**src/rtl/instruction_fetch_if.sv**
```systemverilog
// Fetch-stage bus bundle: instruction-memory port, decode handshake, redirect and halt status.
interface instruction_fetch_if #(
    parameter int unsigned ADDR_WIDTH = 16
) ();
    logic                  imem_en;
    logic [ADDR_WIDTH-1:0] imem_addr;
    logic [31:0]           imem_rdata;
    logic                  instr_valid;
    logic                  instr_ready;
    logic [31:0]           instr;
    logic [ADDR_WIDTH-1:0] instr_pc;
    logic                  redirect_valid;
    logic [ADDR_WIDTH-1:0] redirect_pc;
    logic                  halted;

    modport master (
        output imem_en,
        output imem_addr,
        input  imem_rdata,
        output instr_valid,
        input  instr_ready,
        output instr,
        output instr_pc,
        input  redirect_valid,
        input  redirect_pc,
        output halted
    );

    modport slave (
        input  imem_en,
        input  imem_addr,
        output imem_rdata,
        input  instr_valid,
        output instr_ready,
        input  instr,
        input  instr_pc,
        output redirect_valid,
        output redirect_pc,
        input  halted
    );
endinterface

```
**src/rtl/instruction_fetch.sv**
```systemverilog
// Fetch stage: owns the PC, reads a 1-cycle synchronous imem and queues {word, pc}
// in a 2-entry FIFO toward decode; handles redirects and stops after a HALT word.
module instruction_fetch #(
    parameter int unsigned           ADDR_WIDTH  = 16,
    parameter logic [ADDR_WIDTH-1:0] RESET_PC    = '0,
    parameter logic [5:0]            HALT_OPCODE = 6'h3F
) (
    input  logic                clk,
    input  logic                rst_n,
    instruction_fetch_if.master bus
);
    localparam int unsigned DATA_WIDTH = 32;
    localparam int unsigned FIFO_DEPTH = 2;
    localparam int unsigned OPC_WIDTH  = 6;

    typedef enum logic {
        RUN    = 1'b0,
        HALTED = 1'b1
    } state_t;

    typedef struct packed {
        logic [DATA_WIDTH-1:0] word;
        logic [ADDR_WIDTH-1:0] pc;
    } fifo_entry_t;

    state_t                state_q, state_d;
    logic [ADDR_WIDTH-1:0] pc_q, pc_d;
    logic                  inflight_q, inflight_d;
    logic [ADDR_WIDTH-1:0] infl_pc_q, infl_pc_d;
    logic                  rd_ptr_q, rd_ptr_d;
    logic                  wr_ptr_q, wr_ptr_d;
    logic [1:0]            count_q, count_d;
    fifo_entry_t           fifo_q [FIFO_DEPTH];

    logic                  valid_c;
    logic                  pop_c;
    logic                  capture_c;
    logic                  halt_hit_c;
    logic                  issue_c;
    logic [2:0]            occupancy_c;

    // Next-state, handshake and issue decisions
    always_comb begin
        state_d     = state_q;
        pc_d        = pc_q;
        inflight_d  = 1'b0;
        infl_pc_d   = infl_pc_q;
        rd_ptr_d    = rd_ptr_q;
        wr_ptr_d    = wr_ptr_q;
        count_d     = count_q;

        valid_c     = (count_q != 2'd0) && !bus.redirect_valid;
        pop_c       = valid_c && bus.instr_ready;
        capture_c   = inflight_q && !bus.redirect_valid;
        halt_hit_c  = capture_c &&
                      (bus.imem_rdata[DATA_WIDTH-1 -: OPC_WIDTH] == HALT_OPCODE);
        // Slots already committed once this cycle's pop is taken into account
        occupancy_c = 3'(count_q) + 3'(inflight_q) - 3'(pop_c);
        issue_c     = rst_n && (state_q == RUN) && !bus.redirect_valid &&
                      (occupancy_c < 3'(FIFO_DEPTH));

        if (issue_c) begin
            infl_pc_d = pc_q;
        end

        if (bus.redirect_valid) begin
            state_d  = RUN;
            pc_d     = bus.redirect_pc;
            rd_ptr_d = 1'b0;
            wr_ptr_d = 1'b0;
            count_d  = 2'd0;
        end else begin
            inflight_d = issue_c && !halt_hit_c;
            rd_ptr_d   = rd_ptr_q ^ pop_c;
            wr_ptr_d   = wr_ptr_q ^ capture_c;
            count_d    = count_q + 2'(capture_c) - 2'(pop_c);
            if (halt_hit_c) begin
                state_d = HALTED;
                pc_d    = infl_pc_q + ADDR_WIDTH'(1);
            end else if (issue_c) begin
                pc_d = pc_q + ADDR_WIDTH'(1);
            end
        end
    end

    // State and FIFO registers
    always_ff @(posedge clk) begin
        if (!rst_n) begin
            state_q    <= RUN;
            pc_q       <= RESET_PC;
            inflight_q <= 1'b0;
            infl_pc_q  <= '0;
            rd_ptr_q   <= 1'b0;
            wr_ptr_q   <= 1'b0;
            count_q    <= 2'd0;
            fifo_q[0]  <= '0;
            fifo_q[1]  <= '0;
        end else begin
            state_q    <= state_d;
            pc_q       <= pc_d;
            inflight_q <= inflight_d;
            infl_pc_q  <= infl_pc_d;
            rd_ptr_q   <= rd_ptr_d;
            wr_ptr_q   <= wr_ptr_d;
            count_q    <= count_d;
            if (capture_c) begin
                fifo_q[wr_ptr_q] <= {bus.imem_rdata, infl_pc_q};
            end
        end
    end

    assign bus.imem_en     = issue_c;
    assign bus.imem_addr   = pc_q;
    assign bus.instr_valid = valid_c;
    assign bus.instr       = fifo_q[rd_ptr_q].word;
    assign bus.instr_pc    = fifo_q[rd_ptr_q].pc;
    assign bus.halted      = (state_q == HALTED);
endmodule
```
**src/flat_wrapper.sv**
```systemverilog
// flat-port wrapper written by rule: the top's interface ports become plain ports
module instruction_fetch_flat 
#(
    parameter int unsigned           ADDR_WIDTH  = 16,
    parameter logic [ADDR_WIDTH-1:0] RESET_PC    = '0,
    parameter logic [5:0]            HALT_OPCODE = 6'h3F
)
  (clk, rst_n, bus_imem_en, bus_imem_addr, bus_imem_rdata, bus_instr_valid, bus_instr_ready, bus_instr, bus_instr_pc, bus_redirect_valid, bus_redirect_pc, bus_halted);
  instruction_fetch_if #(.ADDR_WIDTH(ADDR_WIDTH)) bus_i ();
  input  logic clk;
  input  logic rst_n;
  output wire logic [$bits(bus_i.imem_en)-1:0] bus_imem_en;
  output wire logic [$bits(bus_i.imem_addr)-1:0] bus_imem_addr;
  input wire logic [$bits(bus_i.imem_rdata)-1:0] bus_imem_rdata;
  output wire logic [$bits(bus_i.instr_valid)-1:0] bus_instr_valid;
  input wire logic [$bits(bus_i.instr_ready)-1:0] bus_instr_ready;
  output wire logic [$bits(bus_i.instr)-1:0] bus_instr;
  output wire logic [$bits(bus_i.instr_pc)-1:0] bus_instr_pc;
  input wire logic [$bits(bus_i.redirect_valid)-1:0] bus_redirect_valid;
  input wire logic [$bits(bus_i.redirect_pc)-1:0] bus_redirect_pc;
  output wire logic [$bits(bus_i.halted)-1:0] bus_halted;
  assign bus_imem_en = bus_i.imem_en;
  assign bus_imem_addr = bus_i.imem_addr;
  assign bus_i.imem_rdata = bus_imem_rdata;
  assign bus_instr_valid = bus_i.instr_valid;
  assign bus_i.instr_ready = bus_instr_ready;
  assign bus_instr = bus_i.instr;
  assign bus_instr_pc = bus_i.instr_pc;
  assign bus_i.redirect_valid = bus_redirect_valid;
  assign bus_i.redirect_pc = bus_redirect_pc;
  assign bus_halted = bus_i.halted;
  instruction_fetch #(.ADDR_WIDTH(ADDR_WIDTH), .RESET_PC(RESET_PC), .HALT_OPCODE(HALT_OPCODE)) u_core (.clk(clk), .rst_n(rst_n), .bus(bus_i));
endmodule
```
**config.mk**
```make
export PLATFORM = sky130hd
export DESIGN_NAME = instruction_fetch_flat
export DESIGN_NICKNAME = d
export VERILOG_FILES = /design/src/rtl/instruction_fetch_if.sv /design/src/rtl/instruction_fetch.sv /design/src/flat_wrapper.sv
export SDC_FILE = /design/constraint.sdc
export NUM_CORES = 1
export LEC_CHECK = 0
export BUFFER_PORTS_ARGS = -buffer_cell sky130_fd_sc_hd__buf_4
export CORE_UTILIZATION = 39
export CTS_CLUSTER_DIAMETER = 200
export DETAILED_ROUTE_END_ITERATION = 8
export SYNTH_ARGS = -nofsm -noshare
export SYNTH_HDL_FRONTEND = slang
export SYNTH_SLANG_ARGS = --single-unit
```
**constraint.sdc**
```tcl
create_clock -name clk -period 8.7 [get_ports clk]
set_input_delay 0 -clock clk [delete_from_list [all_inputs] [get_ports clk]]
set_output_delay 0 -clock clk [all_outputs]
set_load 0.01 [all_outputs]
```
Yosys cells after proc, flatten, opt, wreduce, memory -nomap -nowiden
Memories as Yosys holds them, arrays and structs flattened. A register that Yosys moved wholly into a read port is not among the register bits. Index checks and enable logic that the tools add are counted. Widths: inputs -> output; s select.

Memory bits (writable): 96. Logic and storage cells: 45. Memories: 1. Output and inout port bits: 67. Input bits: 52. Register bits after elaboration: 38.

Memories: u_core.fifo_q (depth 2, bits a word 48, rd ports 1, clocked after Yosys merged registers in 1, wr ports 2, RTL line instruction_fetch.sv:33) `fifo_entry_t fifo_q [FIFO_DEPTH];`.

Add/subtract/negate cells: 6. Bitwise operators: 4. Eq/ne operators: 1. $lt $le $gt $ge: 1. Reduce and logical (&&, ||, !) cells: 14. Mux-type cells: 11.

Operator list (number): $mux 16 (3); $mux 48 (1); $reduce_or 48->1 (1); $add 16x1->16 const B (2); $logic_and 1x1->1 (8); $mux 1 (7); $eq 6x6->1 const B (1); $add 2x1->3 (1); $lt 3x2->1 const B (1); $reduce_bool 3->1 (1); $sub 3x1->3 (1); $add 2x1->2 (1); $logic_not 1->1 (2); $not 1->1 (2); $reduce_bool 2->1 (1); $reduce_or 2->1 (1); $sub 2x1->2 (1); $xor 1x1->1 (2).

Logic depth before layout (Yosys ltp)
Gate-level depths: netlist of the first run.

Depth in word-level cells: 9. Mapped depth: 13. Depth with buffers taken out: 12.

Worst setup path after synthesis of the first run
Ideal clock, no wire load.

Path kind: register to register. From: register u_core.inflight_q. To: memory u_core.fifo_q[0][0] (netlist bit), enable pin. Data arrival time: 4.081 ns. Setup time: 0.526 ns. Stages on the path, launching flop included: 3. Setup slack: 4.093 ns. Path buffers: 0. Required time: 8.174 ns. Period minus slack after synthesis: 4.607 ns. Cells stage by stage: dfxtp_1 inv_1 o31ai_1.

RTL lines: start: declaration (RTL line instruction_fetch.sv:28) `logic inflight_q, inflight_d;`; start signal: assignment (RTL line instruction_fetch.sv:101) `inflight_q <= inflight_d;`; end: declaration (RTL line instruction_fetch.sv:33).

Final worst setup path of the first run
From: register u_core.count_q[1]. To: register u_core.pc_q[12] (netlist: u_core.bus.imem_addr[12]).

Longest elaborated chain between the ends: 7. Elaborated cells between the ends (all ways): 8. Those cells by class: add/sub: 2; order compare: 1; reduce/logical: 5.

RTL lines: start: declaration (RTL line instruction_fetch.sv:32) `logic [1:0] count_q, count_d;`; start signal: assignment (RTL line instruction_fetch.sv:105) `count_q <= count_d;`; branches (longest 3 deep; another with $add 2x1->3); $sub 3x1->3 * (RTL line instruction_fetch.sv:58) `occupancy_c = 3'(count_q) + 3'(inflight_q) - 3'(pop_c);`; $lt 3x2->1 * (RTL line instruction_fetch.sv:60) `(occupancy_c < 3'(FIFO_DEPTH));`; $logic_and 1x1->1 * (RTL line instruction_fetch.sv:59) `issue_c = rst_n && (state_q == RUN) && !bus.redirect_valid &&`; $reduce_bool 3->1 (no source line) *; end signal: assignment (RTL line instruction_fetch.sv:100) `pc_q <= pc_d;`; end: declaration (RTL line instruction_fetch.sv:27) `logic [ADDR_WIDTH-1:0] pc_q, pc_d;`.

Every way passes the cells marked *. A chain may end at the register's enable or synchronous reset.

==> flow_results.xml, run 1 <==
<?xml version="1.0" encoding="UTF-8"?>
<metrics>
  <group name="timing">
    <metric name="skew" unit="ns">0.0125</metric>
    <metric name="period_needed" unit="ns">4.54</metric>
    <metric name="maxClockFrequency" unit="GHz">0.220</metric>
    <metric name="post-route-period-util" unit="">0.522</metric>
    <metric name="timing.max_slew.rel_slack" unit="">0.476</metric>
    <metric name="hold_viol_final" unit="">0</metric>
    <metric name="worst_slack" unit="ns">4.16</metric>
    <metric name="finalSetupTns" unit="ns">0</metric>
    <metric name="timing_max_transition_violations_final" unit="">0</metric>
    <metric name="rsz0062_at_grt" unit="">no</metric>
    <metric name="timing_worst_slew_pin_value" unit="ns">0.784</metric>
    <metric name="report.final.setup_viol" unit="">0</metric>
    <metric name="hold-worst-slack" unit="ns">0.0279</metric>
  </group>
  <group name="clock_network">
    <metric name="cts.reportedPaths.clkPinSlew" unit="ns">0.05</metric>
    <metric name="clk_tree_root_cell" unit="">sky130_fd_sc_hd__clkbuf_16</metric>
    <metric name="ctsHtreeMaxLevel" unit="">4</metric>
    <metric name="cts.path.max_buffers" unit="">2</metric>
    <metric name="cts_inserted_buffers" unit="">17</metric>
    <metric name="cts-resized-gates" unit="">0</metric>
    <metric name="cts_tree" unit="">yes</metric>
    <metric name="clk-insertion-delay-late" unit="ns">0.42</metric>
    <metric name="cts.sink_count" unit="">134</metric>
  </group>
  <group name="yosys">
    <metric name="net_count_after_synthesis" unit="">607</metric>
    <metric name="synthArstFlopShare" unit="">0</metric>
    <metric name="synthCells" unit="">550</metric>
    <metric name="synth-seq-area-share" unit="">0.574</metric>
    <metric name="avgSynthCellArea" unit="sq um">11.5</metric>
    <metric name="synth_edf_count" unit="">96</metric>
    <metric name="ys_warn_count" unit="">0</metric>
    <metric name="synth.distinct_cells" unit="">48</metric>
    <metric name="synth-main-ff-cell" unit="">sky130_fd_sc_hd__edfxtp_1</metric>
    <metric name="post_synth_instance_area" unit="sq um">6350</metric>
    <metric name="yosys_reg_bits" unit="">134</metric>
  </group>
  <group name="die">
    <metric name="core-area" unit="sq um">15900</metric>
    <metric name="dieWidth" unit="microns">130</metric>
    <metric name="die_height" unit="microns">130</metric>
    <metric name="io_pins" unit="">119</metric>
    <metric name="start_util" unit="">0.400</metric>
    <metric name="floorplan.die_area" unit="sq um">16800</metric>
    <metric name="placement_rows" unit="">46</metric>
  </group>
  <group name="place">
    <metric name="gp_congestion" unit="">0.891</metric>
    <metric name="detailedPlacementHpwl" unit="mm">9.52</metric>
    <metric name="place.port_buffers" unit="">118</metric>
    <metric name="detailedPlace.worstSlack" unit="ns">4.68</metric>
  </group>
  <group name="run_status">
    <metric name="run_status" unit="">finished, final reports clean</metric>
  </group>
  <group name="setup_path">
    <metric name="endpoint_kind" unit="">flop</metric>
    <metric name="crit_type" unit="">reg2reg</metric>
    <metric name="worstSetupStartpointType" unit="">flop</metric>
    <metric name="timing.reg2reg.setup_slack" unit="ns">4.16</metric>
    <metric name="cp.required" unit="ns">9.06</metric>
    <metric name="worst-path-max-fanout" unit="">24</metric>
    <metric name="worstPathArrival" unit="ns">4.90</metric>
  </group>
  <group name="routing">
    <metric name="detail-route-antenna-nets" unit="">0</metric>
    <metric name="drt_wl_total" unit="mm">15.3</metric>
    <metric name="route.detailed.drc" unit="">0</metric>
    <metric name="routed-wl-met3" unit="microns">855</metric>
    <metric name="vias_cell" unit="">4.98</metric>
    <metric name="wl_met1" unit="mm">6.93</metric>
    <metric name="avgRoutedWirePerCell" unit="microns">16.3</metric>
    <metric name="vias_after_detailed_routing" unit="">4705</metric>
    <metric name="drt_iter0_markers" unit="">266</metric>
    <metric name="wl_met2" unit="mm">7.32</metric>
    <metric name="highest-signal-layer" unit="">met4</metric>
    <metric name="drt_pass_1_iters" unit="">5</metric>
  </group>
  <group name="cells_and_area">
    <metric name="nNetsFinal" unit="">772</metric>
    <metric name="synthToLayoutAreaGrowth" unit="%">34.4</metric>
    <metric name="final_core_utilization" unit="">0.537</metric>
    <metric name="n_fill_cell" unit="">1409</metric>
    <metric name="post_route_cells_drive_above_1_share" unit="">0.286</metric>
    <metric name="antenna_cells_inserted" unit="">0</metric>
  </group>
  <group name="power_and_ir_drop">
    <metric name="net_switching_power_figure" unit="W">0.000334</metric>
    <metric name="vdd_ir_drop_max" unit="mV">0.142</metric>
    <metric name="static-leakage-power" unit="nW">3.33</metric>
    <metric name="combPwrFrac" unit="">0.096</metric>
    <metric name="switching_share" unit="">0.220</metric>
    <metric name="p_int" unit="W">0.00118</metric>
    <metric name="pwr-share-seq" unit="">0.481</metric>
    <metric name="share_clk_of_total_power" unit="">0.423</metric>
    <metric name="power_density" unit="nW/um^2">178</metric>
  </group>
  <group name="global_route">
    <metric name="first_global_vias" unit="">4876</metric>
    <metric name="grt_antenna_before_repair" unit="">0</metric>
    <metric name="grt_util_all_layers" unit="">0.192</metric>
    <metric name="global_route_wire_length_before_repair" unit="mm">24.2</metric>
    <metric name="grt_remaining_overflow" unit="">0</metric>
    <metric name="grt_max_degree" unit="">50</metric>
  </group>
  <group name="flow_run">
    <metric name="maxCapViolCount" unit="">0</metric>
  </group>
  <group name="min_path">
    <metric name="worstHoldPathType" unit="">in2reg</metric>
  </group>
</metrics>
[final timing paths]
kind / from / end / cells past startpoint
max: u_core.count_q[1] / u_core.bus.imem_addr[12] / 13
min: bus_redirect_valid / u_core.bus.imem_addr[13] / 3
max reg2reg: u_core.count_q[1] / u_core.bus.imem_addr[12] / 13
min reg2reg: u_core.infl_pc_q[12] / u_core.infl_pc_q[12] / 2
[placed cells by master (no fill, tap or decap), types with 4 or more instances in the layout]
cell                              n
sky130_fd_sc_hd__clkinv_2         5
sky130_fd_sc_hd__and2_1          98
sky130_fd_sc_hd__nand3_1         16
sky130_fd_sc_hd__ha_1             4
sky130_fd_sc_hd__a21oi_1         20
sky130_fd_sc_hd__nor3_1          10
sky130_fd_sc_hd__nor4_1           5
sky130_fd_sc_hd__xnor2_1         19
sky130_fd_sc_hd__nor2_1          16
sky130_fd_sc_hd__dfxtp_1         37
sky130_fd_sc_hd__nand4_1         12
sky130_fd_sc_hd__buf_4          124
sky130_fd_sc_hd__edfxtp_1        96
sky130_fd_sc_hd__clkbuf_1         7
sky130_fd_sc_hd__o221ai_1         4
sky130_fd_sc_hd__dlygate4sd3_1   57
sky130_fd_sc_hd__nand2_1         58
sky130_fd_sc_hd__a31oi_1          4
sky130_fd_sc_hd__inv_1           10
sky130_fd_sc_hd__and4_1           4
sky130_fd_sc_hd__xor2_1           7
sky130_fd_sc_hd__clkbuf_16       18
sky130_fd_sc_hd__o21ai_0          8
sky130_fd_sc_hd__mux2_2          49
[worst max-delay path, cell delays in order (launching register included)]
cell,delay [ns]
sky130_fd_sc_hd__dfxtp_1,0.43
sky130_fd_sc_hd__nor2_1,0.08
sky130_fd_sc_hd__nor2_1,0.13
sky130_fd_sc_hd__and2_1,0.22
sky130_fd_sc_hd__ha_1,0.25
sky130_fd_sc_hd__nand2b_1,0.16
sky130_fd_sc_hd__fa_1,0.39
sky130_fd_sc_hd__xnor2_1,0.35
sky130_fd_sc_hd__nand2_1,0.56
sky130_fd_sc_hd__inv_1,0.73
sky130_fd_sc_hd__nor2_1,0.17
sky130_fd_sc_hd__nor2_1,0.28
sky130_fd_sc_hd__a32o_1,0.20
sky130_fd_sc_hd__dlygate4sd3_1,0.53
[power groups by stage]
| stage | Sequential [W] | Clock [W] | Combinational (W) |
|---|---|---|---|
| floorplan | 0.000740 | 0 | 0.0000613 |
| global placement | 0.000742 | 0 | 0.000125 |
| detailed placement | 0.000743 | 0 | 0.000126 |
| CTS | 0.000730 | 0.000654 | 0.000147 |
| global route | 0.000734 | 0.000677 | 0.000159 |
| finish | 0.000730 | 0.000642 | 0.000146 |
[metrics by stage]
step / cells / total power (W) / cell area, sq um
floorplan: 550 / 0.000802 / 6350
global placement: 855 / 0.000866 / 7430
detailed placement: 855 / 0.000869 / 7430
CTS: 944 / 0.00153 / 8530
global route: 944 / 0.00157 / 8530
finish: 944 / 0.00152 / 8530
[repair_timing]
action	in CTS	in global routing
hold endpoints to repair	81	0
setup buffers	0	0
hold buffers	57	0
[metal layers]
metal,vias to the layer above,GRT usage
li1,2289,-
met1,2241,0.242
met2,157,0.317
met3,18,0.0442
met4,0,0.0828
met5,-,0
[cell usage after synthesis, drive strengths merged (5+ instances only)]
cell | n | share of area
xor2 | 7 | 0.0097
inv | 10 | 0.0059
nor4 | 5 | 0.0049
buf | 8 | 0.0061
nor2 | 18 | 0.011
nand4 | 13 | 0.014
nand2 | 58 | 0.034
edfxtp | 96 | 0.45
dfxtp | 38 | 0.12
xnor2 | 19 | 0.026
nor3 | 10 | 0.0079
o21ai | 8 | 0.0063
a21oi | 20 | 0.016
nand3 | 16 | 0.013
mux2 | 50 | 0.089
clkbuf | 27 | 0.016
and2 | 99 | 0.098
[sequential cells by signal, indices dropped and copies added, names as in the netlist]
name / cells
u_core.fifo_q: 96
u_core.wr_ptr_q: 1
u_core.rd_ptr_q: 1
u_core.count_q: 2
u_core.infl_pc_q: 16
u_core.inflight_q: 1
u_core.bus.halted: 1
u_core.bus.imem_addr: 16
[cell type report]
class                   count  area (sq um)  area share
clock buffers              27           504      0.0591
repair buffers            181          1500       0.176
inverters                  10          37.5     0.00440
clock inverters             5          25.0     0.00293
well taps                 216           270      0.0317
flip-flops and latches    134          3640       0.427
multi-input cells         371          2550       0.299
[kinds of logic after synthesis]
| kind of cell | after synthesis | share of synthesized area |
|---|---|---|
| DFF | 134 | 0.574 |
| adders and majority gates | 5 | 0.0110 |
| xor gates and xnor gates | 26 | 0.0359 |
| and+or+nand+nor | 233 | 0.201 |
| buffers and inverters | 45 | 0.0280 |
| AOI/OAI and AO/OA | 55 | 0.0576 |
| muxes | 52 | 0.0924 |
(Power assumes the default switching activity.)
==> run 2: changes to the inputs <==
==> constraint.sdc (replaced) <==
create_clock -name clk -period 3.72 [get_ports clk]
set_input_delay 0 -clock clk [delete_from_list [all_inputs] [get_ports clk]]
set_output_delay 0 -clock clk [all_outputs]
set_load 0.01 [all_outputs]
==> run 2 against run 1 <==
Compared with the run above:
- setup slack worse by 3.9 ns
- fmax up 32%
- global-route usage up 0.23 points
- flip-flop and latch count unchanged
- utilization about the same
- largest cell class unchanged
- final area about the same
- non-clock buffer count down 3
- clock power up 140%
- clock skew down 0.0035 ns
- via count up 0.17%
==> flow_results.xml, run 2 (synthesis results as in run 1) <==
<?xml version="1.0" encoding="UTF-8"?>
<metrics>
  <group name="run_status">
    <metric name="run_status" unit="">finished, final reports clean</metric>
  </group>
  <group name="timing">
    <metric name="timing_max_transition_violations_final" unit="">0</metric>
    <metric name="timing_worst_slew_pin_value" unit="ns">0.885</metric>
    <metric name="finalSetupTns" unit="ns">0</metric>
    <metric name="hold-worst-slack" unit="ns">0.00960</metric>
    <metric name="report.final.setup_viol" unit="">0</metric>
    <metric name="timing.max_slew.rel_slack" unit="">0.410</metric>
    <metric name="skew" unit="ns">0.00896</metric>
    <metric name="hold_viol_final" unit="">0</metric>
    <metric name="maxClockFrequency" unit="GHz">0.290</metric>
    <metric name="post-route-period-util" unit="">0.926</metric>
    <metric name="period_needed" unit="ns">3.44</metric>
  </group>
  <group name="routing">
    <metric name="drt_wl_total" unit="mm">15.5</metric>
    <metric name="drt_pass_1_iters" unit="">5</metric>
    <metric name="route.detailed.drc" unit="">0</metric>
    <metric name="drt_iter0_markers" unit="">285</metric>
    <metric name="avgRoutedWirePerCell" unit="microns">16.4</metric>
    <metric name="vias_cell" unit="">5.01</metric>
    <metric name="vias_after_detailed_routing" unit="">4713</metric>
    <metric name="detail-route-antenna-nets" unit="">0</metric>
  </group>
  <group name="power_and_ir_drop">
    <metric name="p_int" unit="W">0.00281</metric>
    <metric name="power_density" unit="nW/um^2">421</metric>
    <metric name="finalPower" unit="W">0.00359</metric>
    <metric name="static-leakage-power" unit="nW">3.33</metric>
    <metric name="vdd_ir_drop_max" unit="mV">0.316</metric>
    <metric name="switching_share" unit="">0.217</metric>
    <metric name="combPwrFrac" unit="">0.095</metric>
    <metric name="share_clk_of_total_power" unit="">0.429</metric>
    <metric name="net_switching_power_figure" unit="W">0.000778</metric>
    <metric name="pwr-share-seq" unit="">0.476</metric>
  </group>
  <group name="cells_and_area">
    <metric name="synthToLayoutAreaGrowth" unit="%">34.3</metric>
    <metric name="largest_reg_flops" unit="">96</metric>
    <metric name="post_route_cells_drive_above_1_share" unit="">0.295</metric>
    <metric name="n_fill_cell" unit="">1381</metric>
    <metric name="mostFrequentLayoutCell" unit="">sky130_fd_sc_hd__buf_4</metric>
    <metric name="antenna_cells_inserted" unit="">0</metric>
    <metric name="most_frequent_cells_in_the_layout" unit="">sky130_fd_sc_hd__buf_4, sky130_fd_sc_hd__and2_1, sky130_fd_sc_hd__edfxtp_1, sky130_fd_sc_hd__nand2_1, sky130_fd_sc_hd__dlygate4sd3_1</metric>
    <metric name="nNetsFinal" unit="">769</metric>
    <metric name="layoutNonFillerInstCount" unit="">941</metric>
    <metric name="largest-register" unit="">u_core.fifo_q</metric>
  </group>
  <group name="place">
    <metric name="dpl.cell_count" unit="">858</metric>
    <metric name="place.port_buffers" unit="">118</metric>
    <metric name="detailedPlacementHpwl" unit="mm">9.82</metric>
    <metric name="gp_congestion" unit="">0.915</metric>
  </group>
  <group name="setup_path">
    <metric name="worst-path-max-fanout" unit="">11</metric>
    <metric name="reg2regPathDepth" unit="">13</metric>
    <metric name="cp.required" unit="ns">4.08</metric>
    <metric name="worstSetupStartpointType" unit="">flop</metric>
    <metric name="worstPathArrival" unit="ns">3.80</metric>
    <metric name="crit_type" unit="">reg2reg</metric>
    <metric name="endpoint_kind" unit="">flop</metric>
  </group>
  <group name="die">
    <metric name="start_util" unit="">0.400</metric>
    <metric name="floorplan.die_area" unit="sq um">16800</metric>
    <metric name="dieWidth" unit="microns">130</metric>
    <metric name="die_height" unit="microns">130</metric>
    <metric name="io_pins" unit="">119</metric>
    <metric name="placement_rows" unit="">46</metric>
    <metric name="core-area" unit="sq um">15900</metric>
  </group>
  <group name="global_route">
    <metric name="global_route_wire_length_before_repair" unit="mm">24.7</metric>
    <metric name="grt_max_degree" unit="">50</metric>
    <metric name="grt_util_all_layers" unit="">0.194</metric>
    <metric name="grt_antenna_before_repair" unit="">0</metric>
    <metric name="first_global_vias" unit="">4930</metric>
    <metric name="grt_remaining_overflow" unit="">0</metric>
  </group>
  <group name="clock_network">
    <metric name="cts.reportedPaths.clkPinSlew" unit="ns">0.06</metric>
    <metric name="cts_tree" unit="">yes</metric>
    <metric name="post_cts.repair.setup_buffers" unit="">0</metric>
    <metric name="ctsHtreeMaxLevel" unit="">4</metric>
    <metric name="clk_tree_root_cell" unit="">sky130_fd_sc_hd__clkbuf_16</metric>
    <metric name="cts.sink_count" unit="">134</metric>
    <metric name="cts.path.max_buffers" unit="">2</metric>
    <metric name="clk-insertion-delay-late" unit="ns">0.41</metric>
    <metric name="cts_inserted_buffers" unit="">17</metric>
  </group>
  <group name="min_path">
    <metric name="worstHoldPathType" unit="">in2reg</metric>
    <metric name="hold_depth" unit="">4</metric>
  </group>
  <group name="flow_run">
    <metric name="maxCapViolCount" unit="">0</metric>
  </group>
</metrics>
## run 2: path summary, 6_finish.rpt
check	start	end	slack (ns)
hold / removal	bus_redirect_pc[10]	u_core.bus.imem_addr[10]	0.01
setup reg to reg	u_core.count_q[1]	u_core.bus.imem_addr[0]	0.28
setup / recovery	u_core.count_q[1]	u_core.bus.imem_addr[0]	0.28
hold reg to reg	u_core.infl_pc_q[12]	u_core.infl_pc_q[12]	0.49
## run 2: routing by layer
layer | GRT usage | wire, microns
met1 | 0.240 | 6940
met2 | 0.330 | 7530
met3 | 0.0508 | 805
met4 | 0.0636 | 186
met5 | 0 | 0
## run 2: per-stage QoR
step | cell area [sq um] | worst slack, ns | utilization
finish | 8530 | 0.275 | 0.537
global route | 8530 | -0.00569 | 0.537
CTS | 8520 | 0.0813 | 0.536
detailed placement | 7460 | 0.447 | 0.470
global placement | 7460 | 0.658 | 0.470
floorplan | 6350 | 0.609 | -
## run 2: cell type report
type / instances / area (sq um) / share of cell area
Sequential cell: 134 / 3640 / 0.427
Multi-Input combinational cell: 371 / 2560 / 0.300
Timing Repair Buffer: 178 / 1480 / 0.173
Clock buffer: 26 / 489 / 0.0574
Tap cell: 216 / 270 / 0.0317
Clock inverter: 6 / 53.8 / 0.00631
Inverter: 10 / 37.5 / 0.00440
## run 2: what timing repair did
| item | in CTS | in global routing |
|---|---|---|
| endpoints found under the hold margin | 78 | 0 |
| setup endpoints to repair | 0 | 1 |
| hold buffers | 51 | 0 |
| resized for setup | 0 | 3 |
## run 2: power by group through the flow
stage / sequential, W / combinational [W] / clock [W]
2_1_floorplan: 0.00173 / 0.000144 / 0
3_3_place_gp: 0.00174 / 0.000296 / 0
3_5_place_dp: 0.00174 / 0.000298 / 0
4_1_cts: 0.00171 / 0.000342 / 0.00157
5_1_grt: 0.00172 / 0.000371 / 0.00164
6_report: 0.00171 / 0.000341 / 0.00154
## run 2: critical path, cell delays in order, from the launching register on
cell                            delay, ns
sky130_fd_sc_hd__dfxtp_1             0.47
sky130_fd_sc_hd__nor2_1              0.09
sky130_fd_sc_hd__nor2_1              0.14
sky130_fd_sc_hd__and2_1              0.22
sky130_fd_sc_hd__ha_1                0.24
sky130_fd_sc_hd__nand2b_1            0.15
sky130_fd_sc_hd__fa_1                0.47
sky130_fd_sc_hd__and4bb_2            0.30
sky130_fd_sc_hd__nand2_2             0.16
sky130_fd_sc_hd__inv_2               0.19
sky130_fd_sc_hd__nor2_1              0.10
sky130_fd_sc_hd__o21ai_0             0.17
sky130_fd_sc_hd__o211a_1             0.16
sky130_fd_sc_hd__dlygate4sd3_1       0.53
==> run 3: changes to the inputs <==
==> constraint.sdc (replaced) <==
create_clock -name clk -period 3.8 [get_ports clk]
set_input_delay 0 -clock clk [delete_from_list [all_inputs] [get_ports clk]]
set_output_delay 0 -clock clk [all_outputs]
set_load 0.01 [all_outputs]
==> run 3 against run 2 <==
Compared with the run above:
- first-iteration DRC count up 14%
- combinational power about the same
- largest cell class unchanged
- routed wire length up 1.2%
- worst hold slack better by 0.0088 ns
- setup slack better by 0.080 ns
- via count up 1.7%
==> flow_results.xml, run 3 (synthesis results as in run 1) <==
<?xml version="1.0" encoding="UTF-8"?>
<metrics>
  <group name="timing">
    <metric name="finalSetupTns" unit="ns">0</metric>
    <metric name="timing.max_slew.rel_slack" unit="">0.522</metric>
    <metric name="rsz0062_at_grt" unit="">no</metric>
    <metric name="report.final.setup_viol" unit="">0</metric>
    <metric name="post-route-period-util" unit="">0.907</metric>
    <metric name="period_needed" unit="ns">3.45</metric>
    <metric name="timing_max_transition_violations_final" unit="">0</metric>
    <metric name="timing_worst_slew_pin_value" unit="ns">0.716</metric>
    <metric name="maxClockFrequency" unit="GHz">0.290</metric>
    <metric name="skew" unit="ns">0.00632</metric>
    <metric name="hold_viol_final" unit="">0</metric>
  </group>
  <group name="clock_network">
    <metric name="cts.sink_count" unit="">134</metric>
    <metric name="clk_tree_root_cell" unit="">sky130_fd_sc_hd__clkbuf_16</metric>
    <metric name="ctsHtreeMaxLevel" unit="">4</metric>
    <metric name="cts_tree" unit="">yes</metric>
    <metric name="cts.reportedPaths.clkPinSlew" unit="ns">0.06</metric>
    <metric name="clk-insertion-delay-late" unit="ns">0.41</metric>
    <metric name="cts_inserted_buffers" unit="">17</metric>
    <metric name="cts.path.max_buffers" unit="">2</metric>
  </group>
  <group name="setup_path">
    <metric name="crit_type" unit="">reg2reg</metric>
    <metric name="critical-path-max-stage-delay" unit="ns">0.53</metric>
    <metric name="worst-path-max-fanout" unit="">9</metric>
    <metric name="worstPathArrival" unit="ns">3.81</metric>
    <metric name="critPathMostFrequentCell" unit="">sky130_fd_sc_hd__nor2_1</metric>
    <metric name="critical_path.reg2reg.startpoint" unit="">u_core.count_q[1]</metric>
    <metric name="worst_path_max_delay_cell" unit="">sky130_fd_sc_hd__dlygate4sd3_1</metric>
    <metric name="worstSetupStartpointType" unit="">flop</metric>
    <metric name="endpoint_kind" unit="">flop</metric>
    <metric name="worstPathCellList" unit="">nor2_1, nor2_1, and2_1, ha_1, nand2b_1, fa_1, xnor2_1, nand2_2, clkinvlp_4, nor2_1, o21ai_0, o211a_1, dlygate4sd3_1</metric>
    <metric name="cp-startpoint" unit="">u_core.count_q[1]</metric>
    <metric name="cp.required" unit="ns">4.16</metric>
  </group>
  <group name="die">
    <metric name="floorplan.die_area" unit="sq um">16800</metric>
    <metric name="start_util" unit="">0.400</metric>
    <metric name="die_height" unit="microns">130</metric>
    <metric name="dieWidth" unit="microns">130</metric>
    <metric name="core-area" unit="sq um">15900</metric>
    <metric name="placement_rows" unit="">46</metric>
    <metric name="io_pins" unit="">119</metric>
  </group>
  <group name="cells_and_area">
    <metric name="post_route_cells_drive_above_1_share" unit="">0.297</metric>
    <metric name="largest_reg_flops" unit="">96</metric>
    <metric name="layout.area.seq" unit="sq um">3640</metric>
    <metric name="antenna_cells_inserted" unit="">0</metric>
    <metric name="nNetsFinal" unit="">775</metric>
    <metric name="final_core_utilization" unit="">0.539</metric>
    <metric name="mostFrequentLayoutCell" unit="">sky130_fd_sc_hd__buf_4</metric>
    <metric name="multi_input_comb_area" unit="sq um">2550</metric>
    <metric name="n_fill_cell" unit="">1411</metric>
    <metric name="synthToLayoutAreaGrowth" unit="%">35.0</metric>
    <metric name="most_frequent_cells_in_the_layout" unit="">sky130_fd_sc_hd__buf_4, sky130_fd_sc_hd__and2_1, sky130_fd_sc_hd__edfxtp_1, sky130_fd_sc_hd__nand2_1, sky130_fd_sc_hd__dlygate4sd3_1</metric>
    <metric name="largest-register" unit="">u_core.fifo_q</metric>
  </group>
  <group name="global_route">
    <metric name="grt_util_all_layers" unit="">0.194</metric>
    <metric name="first_global_vias" unit="">4931</metric>
    <metric name="grt_remaining_overflow" unit="">0</metric>
    <metric name="global_route_wire_length_before_repair" unit="mm">24.8</metric>
    <metric name="grt_antenna_before_repair" unit="">0</metric>
    <metric name="grt_max_degree" unit="">49</metric>
  </group>
  <group name="routing">
    <metric name="drt_wl_total" unit="mm">15.6</metric>
    <metric name="drt_iter0_markers" unit="">324</metric>
    <metric name="route.detailed.drc" unit="">0</metric>
    <metric name="vias_after_detailed_routing" unit="">4795</metric>
    <metric name="vias_cell" unit="">5.06</metric>
    <metric name="detail-route-antenna-nets" unit="">0</metric>
    <metric name="avgRoutedWirePerCell" unit="microns">16.5</metric>
    <metric name="drt_pass_1_iters" unit="">5</metric>
  </group>
  <group name="min_path">
    <metric name="worstHoldPathType" unit="">in2reg</metric>
    <metric name="worstHoldStart" unit="">bus_redirect_pc[15]</metric>
  </group>
  <group name="place">
    <metric name="gp_congestion" unit="">0.899</metric>
    <metric name="place.port_buffers" unit="">118</metric>
    <metric name="detailedPlacementHpwl" unit="mm">9.84</metric>
  </group>
  <group name="power_and_ir_drop">
    <metric name="power_density" unit="nW/um^2">415</metric>
    <metric name="vdd_ir_drop_max" unit="mV">0.341</metric>
    <metric name="static-leakage-power" unit="nW">3.34</metric>
  </group>
  <group name="run_status">
    <metric name="run_status" unit="">finished, final reports clean</metric>
  </group>
  <group name="flow_run">
    <metric name="maxCapViolCount" unit="">0</metric>
  </group>
</metrics>
## run 3: per-layer routing
layer	vias to the layer above	routed length, microns	track usage
met5	-	0	0
met3	23	844	0.0380
met2	167	7430	0.325
li1	2305	-	-
met1	2300	7110	0.248
met4	0	265	0.0766
## run 3: stage by stage
step / hold WS [ns] / power (W) / setup slack (ns) / std cells / instance area [sq um]
finish: 0.0184 / 0.00356 / 0.355 / 947 / 8570
global route: 0.0418 / 0.00368 / 0.100 / 947 / 8570
CTS: 0.00179 / 0.00358 / 0.0868 / 942 / 8520
detailed placement: 0.230 / 0.00199 / 0.477 / 857 / 7440
global placement: 0.225 / 0.00199 / 0.681 / 857 / 7440
floorplan: 0.138 / 0.00183 / 0.689 / 550 / 6350
## run 3: area by class of cell
cell class / instances / area share
clock buffers: 21 / 0.0514
clock inverters: 11 / 0.0127
inverters: 10 / 0.00482
multi-input cells: 371 / 0.297
flip-flops and latches: 134 / 0.425
well taps: 216 / 0.0315
repair buffers: 184 / 0.177
## run 3: final timing paths
kind	slack [ns]	depth (start not counted)	endpoint
max	0.35	13	u_core.bus.imem_addr[0]
min	0.02	3	u_core.bus.imem_addr[15]
max reg2reg	0.35	13	u_core.bus.imem_addr[0]
min reg2reg	0.50	2	u_core.infl_pc_q[12]
## run 3: power breakdown
part	leakage (nW)	switching (W)	total, W	internal (W)
Sequential	1.31	0.0000418	0.00167	0.00163
Clock	0.259	0.000590	0.00154	0.000953
Combinational	1.77	0.000158	0.000340	0.000181
## run 3: repair_timing
action | in CTS | in global routing
endpoints found under the setup margin | 0 | 1
hold buffers | 53 | 0
endpoints found under the hold margin | 81 | 0
gates resized for setup | 0 | 2
buffers inserted | 0 | 5
## run 3: critical path, delay by kind of cell (launching register included)
| kind | cells | cell delay [ns] |
|---|---|---|
| and+or+nand+nor | 6 | 0.88 |
| buffers and inverters | 2 | 0.70 |
| adders and majority gates | 2 | 0.63 |
| DFF | 1 | 0.43 |
| xor gates and xnor gates | 1 | 0.36 |
| AOI/OAI and AO/OA | 2 | 0.36 |
